==> src/rtl/id_stage_pkg.sv <==
// uMIPS_32 shared decode constants: opcodes, function codes, ALU control
// encodings and the decoded-control bundle passed from id_ctrl to id_stage.
package uMIPS_pkg;

  localparam logic [5:0] OP_RTYPE = 6'h00;
  localparam logic [5:0] OP_J     = 6'h02;
  localparam logic [5:0] OP_JAL   = 6'h03;
  localparam logic [5:0] OP_BEQ   = 6'h04;
  localparam logic [5:0] OP_BNE   = 6'h05;
  localparam logic [5:0] OP_ADDI  = 6'h08;
  localparam logic [5:0] OP_ANDI  = 6'h0c;
  localparam logic [5:0] OP_ORI   = 6'h0d;
  localparam logic [5:0] OP_XORI  = 6'h0e;
  localparam logic [5:0] OP_LUI   = 6'h0f;
  localparam logic [5:0] OP_LW    = 6'h23;
  localparam logic [5:0] OP_SW    = 6'h2b;

  localparam logic [5:0] FN_SLL = 6'h00;
  localparam logic [5:0] FN_SRL = 6'h02;
  localparam logic [5:0] FN_SRA = 6'h03;
  localparam logic [5:0] FN_JR  = 6'h08;
  localparam logic [5:0] FN_ADD = 6'h20;
  localparam logic [5:0] FN_SUB = 6'h22;
  localparam logic [5:0] FN_AND = 6'h24;
  localparam logic [5:0] FN_OR  = 6'h25;
  localparam logic [5:0] FN_XOR = 6'h26;

  localparam logic [4:0] REG31 = 5'd31;

  typedef enum logic [3:0] {
    ALUC_ADD = 4'b0000,
    ALUC_AND = 4'b0001,
    ALUC_XOR = 4'b0010,
    ALUC_SLL = 4'b0011,
    ALUC_SUB = 4'b0100,
    ALUC_OR  = 4'b0101,
    ALUC_LUI = 4'b0110,
    ALUC_SRL = 4'b0111,
    ALUC_SRA = 4'b1111
  } aluc_e;

  typedef enum logic [1:0] {
    IMM_SEXT = 2'd0,
    IMM_ZEXT = 2'd1,
    IMM_LUI  = 2'd2
  } immsel_e;

  typedef struct packed {
    logic    wreg;
    logic    m2reg;
    logic    wmem;
    logic    aluimm;
    logic    shift;
    logic    jal;
    aluc_e   aluc;
    immsel_e immsel;
    logic    use_rs;
    logic    use_rt;
  } ctrl_t;

endpackage

==> src/rtl/id_stage_if.sv <==
// IF/ID -> ID -> ID/EX pipeline bundle; master is the pipeline side that
// feeds ID and consumes ID/EX, slave is the decode stage itself.
interface id_stage_if #(
  parameter int AW = 5,
  parameter int DW = 32
);
  logic          d_valid;
  logic [DW-1:0] d_inst;
  logic [DW-1:0] d_pc4;
  logic          flush;
  logic          stall;
  logic          e_valid;
  logic [DW-1:0] e_a;
  logic [DW-1:0] e_b;
  logic [DW-1:0] e_imm;
  logic [DW-1:0] e_pc4;
  logic [AW-1:0] e_wn;
  logic [3:0]    e_aluc;
  logic          e_wreg;
  logic          e_m2reg;
  logic          e_wmem;
  logic          e_aluimm;
  logic          e_shift;
  logic          e_jal;

  modport master (
    output d_valid, d_inst, d_pc4, flush,
    input  stall, e_valid, e_a, e_b, e_imm, e_pc4, e_wn, e_aluc,
           e_wreg, e_m2reg, e_wmem, e_aluimm, e_shift, e_jal
  );

  modport slave (
    input  d_valid, d_inst, d_pc4, flush,
    output stall, e_valid, e_a, e_b, e_imm, e_pc4, e_wn, e_aluc,
           e_wreg, e_m2reg, e_wmem, e_aluimm, e_shift, e_jal
  );
endinterface

==> src/rtl/id_stage_ctrl.sv <==
// Combinational instruction decoder: control bits, operand-usage flags for
// hazard detection, and destination register select.
module id_ctrl
  import uMIPS_pkg::*;
(
  input  logic [5:0] op,
  input  logic [5:0] fn,
  input  logic [4:0] rt,
  input  logic [4:0] rd,
  output ctrl_t      ctl,
  output logic [4:0] wn
);

  always_comb begin
    ctl        = '0;
    ctl.aluc   = ALUC_ADD;
    ctl.immsel = IMM_SEXT;
    ctl.use_rs = 1'b1;
    ctl.use_rt = 1'b0;
    case (op)
      OP_RTYPE: begin
        ctl.use_rt = 1'b1;
        case (fn)
          FN_ADD: ctl.wreg = 1'b1;
          FN_SUB: begin ctl.wreg = 1'b1; ctl.aluc = ALUC_SUB; end
          FN_AND: begin ctl.wreg = 1'b1; ctl.aluc = ALUC_AND; end
          FN_OR:  begin ctl.wreg = 1'b1; ctl.aluc = ALUC_OR;  end
          FN_XOR: begin ctl.wreg = 1'b1; ctl.aluc = ALUC_XOR; end
          FN_SLL: begin ctl.wreg = 1'b1; ctl.shift = 1'b1; ctl.use_rs = 1'b0; ctl.aluc = ALUC_SLL; end
          FN_SRL: begin ctl.wreg = 1'b1; ctl.shift = 1'b1; ctl.use_rs = 1'b0; ctl.aluc = ALUC_SRL; end
          FN_SRA: begin ctl.wreg = 1'b1; ctl.shift = 1'b1; ctl.use_rs = 1'b0; ctl.aluc = ALUC_SRA; end
          FN_JR:  ;
          default: ;
        endcase
      end
      OP_ADDI: begin ctl.wreg = 1'b1; ctl.aluimm = 1'b1; end
      OP_ANDI: begin ctl.wreg = 1'b1; ctl.aluimm = 1'b1; ctl.aluc = ALUC_AND; ctl.immsel = IMM_ZEXT; end
      OP_ORI:  begin ctl.wreg = 1'b1; ctl.aluimm = 1'b1; ctl.aluc = ALUC_OR;  ctl.immsel = IMM_ZEXT; end
      OP_XORI: begin ctl.wreg = 1'b1; ctl.aluimm = 1'b1; ctl.aluc = ALUC_XOR; ctl.immsel = IMM_ZEXT; end
      OP_LUI: begin
        ctl.wreg = 1'b1; ctl.aluimm = 1'b1; ctl.aluc = ALUC_LUI;
        ctl.immsel = IMM_LUI; ctl.use_rs = 1'b0;
      end
      OP_LW:  begin ctl.wreg = 1'b1; ctl.m2reg = 1'b1; ctl.aluimm = 1'b1; end
      OP_SW:  begin ctl.wmem = 1'b1; ctl.aluimm = 1'b1; ctl.use_rt = 1'b1; end
      OP_BEQ, OP_BNE: begin ctl.aluc = ALUC_SUB; ctl.use_rt = 1'b1; end
      OP_J:   ctl.use_rs = 1'b0;
      OP_JAL: begin ctl.wreg = 1'b1; ctl.jal = 1'b1; ctl.use_rs = 1'b0; end
      default: ;
    endcase

    if (op == OP_RTYPE)    wn = rd;
    else if (op == OP_JAL) wn = REG31;
    else                   wn = rt;
    // Writes to $0 are architecturally discarded; drop them at decode.
    if (wn == '0) ctl.wreg = 1'b0;
  end

endmodule

==> src/rtl/id_stage.sv <==
// uMIPS_32 ID stage: decode, regfile read, EX/MEM/WB forwarding, load-use
// stall detection and the ID/EX pipeline register.
module id_stage
  import uMIPS_pkg::*;
#(
  parameter int AW = 5,
  parameter int DW = 32
) (
  input  logic          clk,
  input  logic          clrn,
  id_stage_if.slave     id,
  output logic [AW-1:0] rna,
  output logic [AW-1:0] rnb,
  input  logic [DW-1:0] qa,
  input  logic [DW-1:0] qb,
  input  logic [AW-1:0] ex_wn,
  input  logic          ex_wreg,
  input  logic          ex_m2reg,
  input  logic [DW-1:0] ex_res,
  input  logic [AW-1:0] mem_wn,
  input  logic          mem_wreg,
  input  logic [DW-1:0] mem_res,
  input  logic [AW-1:0] wb_wn,
  input  logic          wb_we,
  input  logic [DW-1:0] wb_d
);

  logic [AW-1:0] rs, rt;
  logic [15:0]   imm16;
  ctrl_t         ctl;
  logic [4:0]    dwn;
  logic [DW-1:0] fa, fb, opa, immx;

  assign rs    = id.d_inst[25:21];
  assign rt    = id.d_inst[20:16];
  assign imm16 = id.d_inst[15:0];
  assign rna   = rs;
  assign rnb   = rt;

  id_ctrl u_ctrl (
    .op  (id.d_inst[31:26]),
    .fn  (id.d_inst[5:0]),
    .rt  (id.d_inst[20:16]),
    .rd  (id.d_inst[15:11]),
    .ctl (ctl),
    .wn  (dwn)
  );

  // A load in EX is excluded from forwarding; its value only exists from MEM on.
  function automatic logic [DW-1:0] fwd(input logic [AW-1:0] r, input logic [DW-1:0] q);
    logic [DW-1:0] v;
    if (r == '0)                                  v = '0;
    else if (ex_wreg && !ex_m2reg && ex_wn == r)  v = ex_res;
    else if (mem_wreg && mem_wn == r)             v = mem_res;
    else if (wb_we && wb_wn == r)                 v = wb_d;
    else                                          v = q;
    return v;
  endfunction

  always_comb begin
    fa  = fwd(rs, qa);
    fb  = fwd(rt, qb);
    opa = ctl.shift ? {{(DW-5){1'b0}}, id.d_inst[10:6]} : fa;
    case (ctl.immsel)
      IMM_ZEXT: immx = {{(DW-16){1'b0}}, imm16};
      IMM_LUI:  immx = {imm16, {(DW-16){1'b0}}};
      default:  immx = {{(DW-16){imm16[15]}}, imm16};
    endcase
  end

  assign id.stall = id.d_valid && ex_wreg && ex_m2reg && (ex_wn != '0) &&
                    ((ctl.use_rs && ex_wn == rs) || (ctl.use_rt && ex_wn == rt));

  // Bubbles clear only control; datapath fields keep their last values.
  always_ff @(posedge clk or negedge clrn) begin
    if (!clrn) begin
      id.e_valid  <= 1'b0;
      id.e_a      <= '0;
      id.e_b      <= '0;
      id.e_imm    <= '0;
      id.e_pc4    <= '0;
      id.e_wn     <= '0;
      id.e_aluc   <= '0;
      id.e_wreg   <= 1'b0;
      id.e_m2reg  <= 1'b0;
      id.e_wmem   <= 1'b0;
      id.e_aluimm <= 1'b0;
      id.e_shift  <= 1'b0;
      id.e_jal    <= 1'b0;
    end else if (id.flush || id.stall || !id.d_valid) begin
      id.e_valid  <= 1'b0;
      id.e_aluc   <= '0;
      id.e_wreg   <= 1'b0;
      id.e_m2reg  <= 1'b0;
      id.e_wmem   <= 1'b0;
      id.e_aluimm <= 1'b0;
      id.e_shift  <= 1'b0;
      id.e_jal    <= 1'b0;
    end else begin
      id.e_valid  <= 1'b1;
      id.e_a      <= opa;
      id.e_b      <= fb;
      id.e_imm    <= immx;
      id.e_pc4    <= id.d_pc4;
      id.e_wn     <= dwn;
      id.e_aluc   <= ctl.aluc;
      id.e_wreg   <= ctl.wreg;
      id.e_m2reg  <= ctl.m2reg;
      id.e_wmem   <= ctl.wmem;
      id.e_aluimm <= ctl.aluimm;
      id.e_shift  <= ctl.shift;
      id.e_jal    <= ctl.jal;
    end
  end

endmodule
==> src/flat_wrapper.sv <==
// flat-port wrapper written by rule: the top's interface ports become plain ports
module id_stage_flat import uMIPS_pkg::*;
#(
  parameter int AW = 5,
  parameter int DW = 32
)
  (clk, clrn, rna, rnb, qa, qb, ex_wn, ex_wreg, ex_m2reg, ex_res, mem_wn, mem_wreg, mem_res, wb_wn, wb_we, wb_d, id_d_valid, id_d_inst, id_d_pc4, id_flush, id_stall, id_e_valid, id_e_a, id_e_b, id_e_imm, id_e_pc4, id_e_wn, id_e_aluc, id_e_wreg, id_e_m2reg, id_e_wmem, id_e_aluimm, id_e_shift, id_e_jal);
  id_stage_if #(.AW(AW), .DW(DW)) id_i ();
  input  logic clk;
  input  logic clrn;
  output logic [AW-1:0] rna;
  output logic [AW-1:0] rnb;
  input  logic [DW-1:0] qa;
  input  logic [DW-1:0] qb;
  input  logic [AW-1:0] ex_wn;
  input  logic ex_wreg;
  input  logic ex_m2reg;
  input  logic [DW-1:0] ex_res;
  input  logic [AW-1:0] mem_wn;
  input  logic mem_wreg;
  input  logic [DW-1:0] mem_res;
  input  logic [AW-1:0] wb_wn;
  input  logic wb_we;
  input  logic [DW-1:0] wb_d;
  input wire logic [$bits(id_i.d_valid)-1:0] id_d_valid;
  input wire logic [$bits(id_i.d_inst)-1:0] id_d_inst;
  input wire logic [$bits(id_i.d_pc4)-1:0] id_d_pc4;
  input wire logic [$bits(id_i.flush)-1:0] id_flush;
  output wire logic [$bits(id_i.stall)-1:0] id_stall;
  output wire logic [$bits(id_i.e_valid)-1:0] id_e_valid;
  output wire logic [$bits(id_i.e_a)-1:0] id_e_a;
  output wire logic [$bits(id_i.e_b)-1:0] id_e_b;
  output wire logic [$bits(id_i.e_imm)-1:0] id_e_imm;
  output wire logic [$bits(id_i.e_pc4)-1:0] id_e_pc4;
  output wire logic [$bits(id_i.e_wn)-1:0] id_e_wn;
  output wire logic [$bits(id_i.e_aluc)-1:0] id_e_aluc;
  output wire logic [$bits(id_i.e_wreg)-1:0] id_e_wreg;
  output wire logic [$bits(id_i.e_m2reg)-1:0] id_e_m2reg;
  output wire logic [$bits(id_i.e_wmem)-1:0] id_e_wmem;
  output wire logic [$bits(id_i.e_aluimm)-1:0] id_e_aluimm;
  output wire logic [$bits(id_i.e_shift)-1:0] id_e_shift;
  output wire logic [$bits(id_i.e_jal)-1:0] id_e_jal;
  assign id_i.d_valid = id_d_valid;
  assign id_i.d_inst = id_d_inst;
  assign id_i.d_pc4 = id_d_pc4;
  assign id_i.flush = id_flush;
  assign id_stall = id_i.stall;
  assign id_e_valid = id_i.e_valid;
  assign id_e_a = id_i.e_a;
  assign id_e_b = id_i.e_b;
  assign id_e_imm = id_i.e_imm;
  assign id_e_pc4 = id_i.e_pc4;
  assign id_e_wn = id_i.e_wn;
  assign id_e_aluc = id_i.e_aluc;
  assign id_e_wreg = id_i.e_wreg;
  assign id_e_m2reg = id_i.e_m2reg;
  assign id_e_wmem = id_i.e_wmem;
  assign id_e_aluimm = id_i.e_aluimm;
  assign id_e_shift = id_i.e_shift;
  assign id_e_jal = id_i.e_jal;
  id_stage #(.AW(AW), .DW(DW)) u_core (.clk(clk), .clrn(clrn), .id(id_i), .rna(rna), .rnb(rnb), .qa(qa), .qb(qb), .ex_wn(ex_wn), .ex_wreg(ex_wreg), .ex_m2reg(ex_m2reg), .ex_res(ex_res), .mem_wn(mem_wn), .mem_wreg(mem_wreg), .mem_res(mem_res), .wb_wn(wb_wn), .wb_we(wb_we), .wb_d(wb_d));
endmodule
==> config.mk <==
export PLATFORM = sky130hd
export DESIGN_NAME = id_stage_flat
export DESIGN_NICKNAME = d
export VERILOG_FILES = /design/src/rtl/id_stage_pkg.sv /design/src/rtl/id_stage_if.sv /design/src/rtl/id_stage_ctrl.sv /design/src/rtl/id_stage.sv /design/src/flat_wrapper.sv
export SDC_FILE = /design/constraint.sdc
export NUM_CORES = 1
export LEC_CHECK = 0
export BUFFER_PORTS_ARGS = -buffer_cell sky130_fd_sc_hd__buf_4
export CORE_AREA = 2 2 156 158
export CTS_CLUSTER_DIAMETER = 200
export CTS_CLUSTER_SIZE = 14
export DETAILED_ROUTE_END_ITERATION = 6
export DIE_AREA = 0 0 158 160
export GPL_ROUTABILITY_DRIVEN = 0
export PLACE_DENSITY_LB_ADDON = 0.1
export SLEW_MARGIN = 20
export SYNTH_ARGS = -nofsm -noshare
export SYNTH_HDL_FRONTEND = slang
export SYNTH_SLANG_ARGS = --single-unit
==> constraint.sdc <==
create_clock -name clk -period 2.16 [get_ports clk]
set_clock_uncertainty 0.2 [all_clocks]
set_input_delay 0.108 -clock clk [delete_from_list [all_inputs] [get_ports clk]]
set_output_delay 0.108 -clock clk [all_outputs]
set_load 0.005 [all_outputs]
==> results.json <==
{
  "place_ws_ps": -172,
  "setup_violations": 0,
  "hold_viol_final": 0,
  "n_fill_cell": 1891,
  "clk_latency_ps": 420,
  "die_w_um": 158,
  "hold_class": "input port to flip-flop",
  "tightestPinTransition_ps": 647,
  "overflow": 0,
  "htree_levels": 4,
  "ys_seq_elements": 144,
  "rr_startpoint": "u_core.id.e_a[15]",
  "areaGrowthSynthToFinish_pct": 80.2,
  "syn_nets": 1121,
  "drt_pass1_iterations": 7,
  "worstSetupPathType": "input port to flip-flop",
  "max_cap_viol_count": 0,
  "start_kind": "input port",
  "cpMostUsedCell": "buf_4",
  "r2r_end": "u_core.id.e_a[15]",
  "cts_tree": "built",
  "netlist_area_um2": 8810,
  "r2r_slack_ps": 1120,
  "clock_path_buffers": 2,
  "cp.required_ps": 2260,
  "grt_pass1_wl_mm": 58.7,
  "cp-end-kind": "flip-flop",
  "synth_edf_count": 0,
  "drc_errors": 0,
  "core_region_area_um2": 23800,
  "die-area_um2": 25300,
  "yosys_warnings": 0,
  "synth_area_leader_cell": "dfrtp_1",
  "via_per_inst": 5.19,
  "seq_area_frac_synth": 0.409,
  "synthFlopType": "dfrtp_1",
  "p_leak_nw": 7.12,
  "power-per-cell-area_nw_per_um2": 577,
  "post-route-period-util": 0.963,
  "synth_area_leaders": "dfrtp_1 (41%), mux2_2 (11%), mux2i_1 (5.9%)",
  "antenna_found_initial": 5,
  "grt_max_degree": 56,
  "hpwlAfterDp_mm": 27.2,
  "start_util": 0.370,
  "cts.clk_slew.worst_paths_ps": 70,
  "holdPathStages": 4,
  "slowest_stage": "dlygate4sd3_1",
  "wl_per_cell_um": 20.7,
  "netlist_instances": 872,
  "grt_pass1_vias": 10500,
  "min_to": "u_core.id.e_b[2]",
  "cp_cell_sequence": "buf_4 -> dlygate4sd3_1 -> buf_4 -> nand4b_1 -> a21o_4 -> nand2_4 -> buf_4 -> buf_12 -> mux2_2",
  "cts.sinks": 144,
  "first_iter_violations": 692,
  "path_delay_family": "buffers and inverters",
  "relSlewSlack": 0.566,
  "cts_made_buffers": 17,
  "drive_gt1_frac": 0.456,
  "setup_ws_ps": 78.9,
  "grt_usage": 0.304,
  "drt_wl_total_mm": 39.4,
  "ys_types": 63,
  "status": "completed",
  "ant_nets": 0,
  "num_rows": 57,
  "boundaryPins": 402,
  "postSynthAreaPerCell_um2": 10.1,
  "arrival_ps": 2180,
  "synth_top_area_frac": 0.409,
  "root_buffer": "clkbuf_16",
  "hp-start": "qb[2]",
  "reg2regPathDepth": 1,
  "port_buffers": 401,
  "nets": 1807,
  "ir_worst_vdd_mv": 0.418,
  "vias": 9863,
  "tns_ps": 0,
  "crit_buf_inv": 5,
  "slew_viol_final": 0,
  "max_stage_delay_ps": 550,
  "async_flop_share": 1.00,
  "crit_fanout": 26,
  "layout_min_cycle_time_ps": 2080,
  "maxClockFrequency_ghz": 0.481,
  "die_h_um": 160
}
==> synthesized netlist by cell type (10+ instances only) <==
cell	number
a31oi_1	10
o211ai_1	35
xnor2_1	14
buf_4	14
dfrtp_1	144
mux2_2	87
nand3_1	28
buf_2	30
inv_1	48
nor2_1	22
nand2b_1	34
o221ai_1	22
clkbuf_1	27
xor2_1	15
o21ai_0	10
nand2_1	62
mux2i_1	52
a31oi_2	30
a21oi_1	77
==> metrics by stage <==
step                utilization  cell area [um2]  hold WS (ps)  std cells  power [mW]
global placement          0.541            12900          -171       1628        5.68
global route              0.667            15900          17.8       1899        9.57
CTS                       0.659            15700          1.47       1879        9.16
detailed placement        0.541            12900          -170       1628        5.71
floorplan                     -             8810          -388        872        4.20
finish                    0.667            15900          14.5       1900        9.16
==> sequential cells by signal, indices dropped and copies added, names as in the netlist <==
register / cells
u_core.id.e_aluc: 4
u_core.id.e_shift: 1
u_core.id.e_valid: 1
u_core.id.e_imm: 32
u_core.id.e_jal: 1
u_core.id.e_b: 32
u_core.id.e_wmem: 1
u_core.id.e_pc4: 32
u_core.id.e_a: 32
u_core.id.e_m2reg: 1
u_core.id.e_aluimm: 1
u_core.id.e_wn: 5
u_core.id.e_wreg: 1
==> layer usage <==
metal  share of wire  track usage  routed length, um  up-vias
li1                -            -                  -     4533
met1            0.40        0.356              15600     4710
met2            0.49        0.524              19200      519
met3           0.079       0.0760               3090      101
met4           0.038        0.130               1510        0
met5               0            0                  0        -
==> worst max path at each step <==
stage                             start             endpoint  slack (ps)  cells after the start
after floorplan           id_d_inst[26]    u_core.id.e_a[11]          70                     10
after global placement         ex_wn[3]    u_core.id.e_a[15]        -150                      8
after detailed placement       ex_wn[3]    u_core.id.e_a[15]        -170                      8
after CTS                 id_d_inst[30]             id_stall          10                      8
after global routing           wb_wn[4]    u_core.id.e_a[28]          -1                     11
final                     id_d_inst[30]  u_core.id.e_pc4[20]          80                      9
==> what timing repair did <==
item	CTS	global route
cloned	0	1
gates resized for setup	0	7
buffers inserted	0	15
hold buffers	220	1
endpoints found under the setup margin	1	66
hold endpoints to repair	285	1
pin swaps	0	5
==> kinds of logic after synthesis <==
family                   after synthesis  share of synthesized area
XOR/XNOR                              30                     0.0307
adder cells (fa/ha/maj)                2                    0.00284
buffers and inverters                130                     0.0725
AO/OA/AOI/OAI                        221                      0.187
flip-flops                           144                      0.409
AND/OR/NAND/NOR                      204                      0.125
multiplexers                         141                      0.173
==> cells in the final DEF (no fill, tap or decap), types with 5 or more instances in the layout <==
master,count
mux2_2,87
nor3_1,8
nand3_1,26
o221ai_1,22
nor2_1,20
inv_1,48
buf_4,506
nand4_1,9
a21oi_1,77
a31oi_2,30
mux2i_1,52
a21oi_2,9
o21ai_0,10
clkbuf_16,18
nand2b_1,34
diode_2,5
xnor2_1,11
or2_2,8
dlygate4sd3_1,218
a31oi_1,9
nand2_1,62
a32oi_1,9
dfrtp_1,144
buf_12,18
xor2_1,15
o211ai_1,35
and3_1,6
==> power by group <==
group	switching, mW	internal, mW
registers	0.249	3.09
logic	1.09	1.63
clock network	1.25	1.86
total	2.59	6.57
==> final cells by class <==
type,instances,area [um2],area share
tap,324,405,0.0255
multi-input combinational,598,4640,0.292
inverter,49,186,0.0117
sequential,144,3600,0.227
timing repair buffer,748,6420,0.405
antenna,5,12.5,0.000788
clock buffer,20,447,0.0281
clock inverter,12,160,0.0101
(Power assumes the default switching activity.)
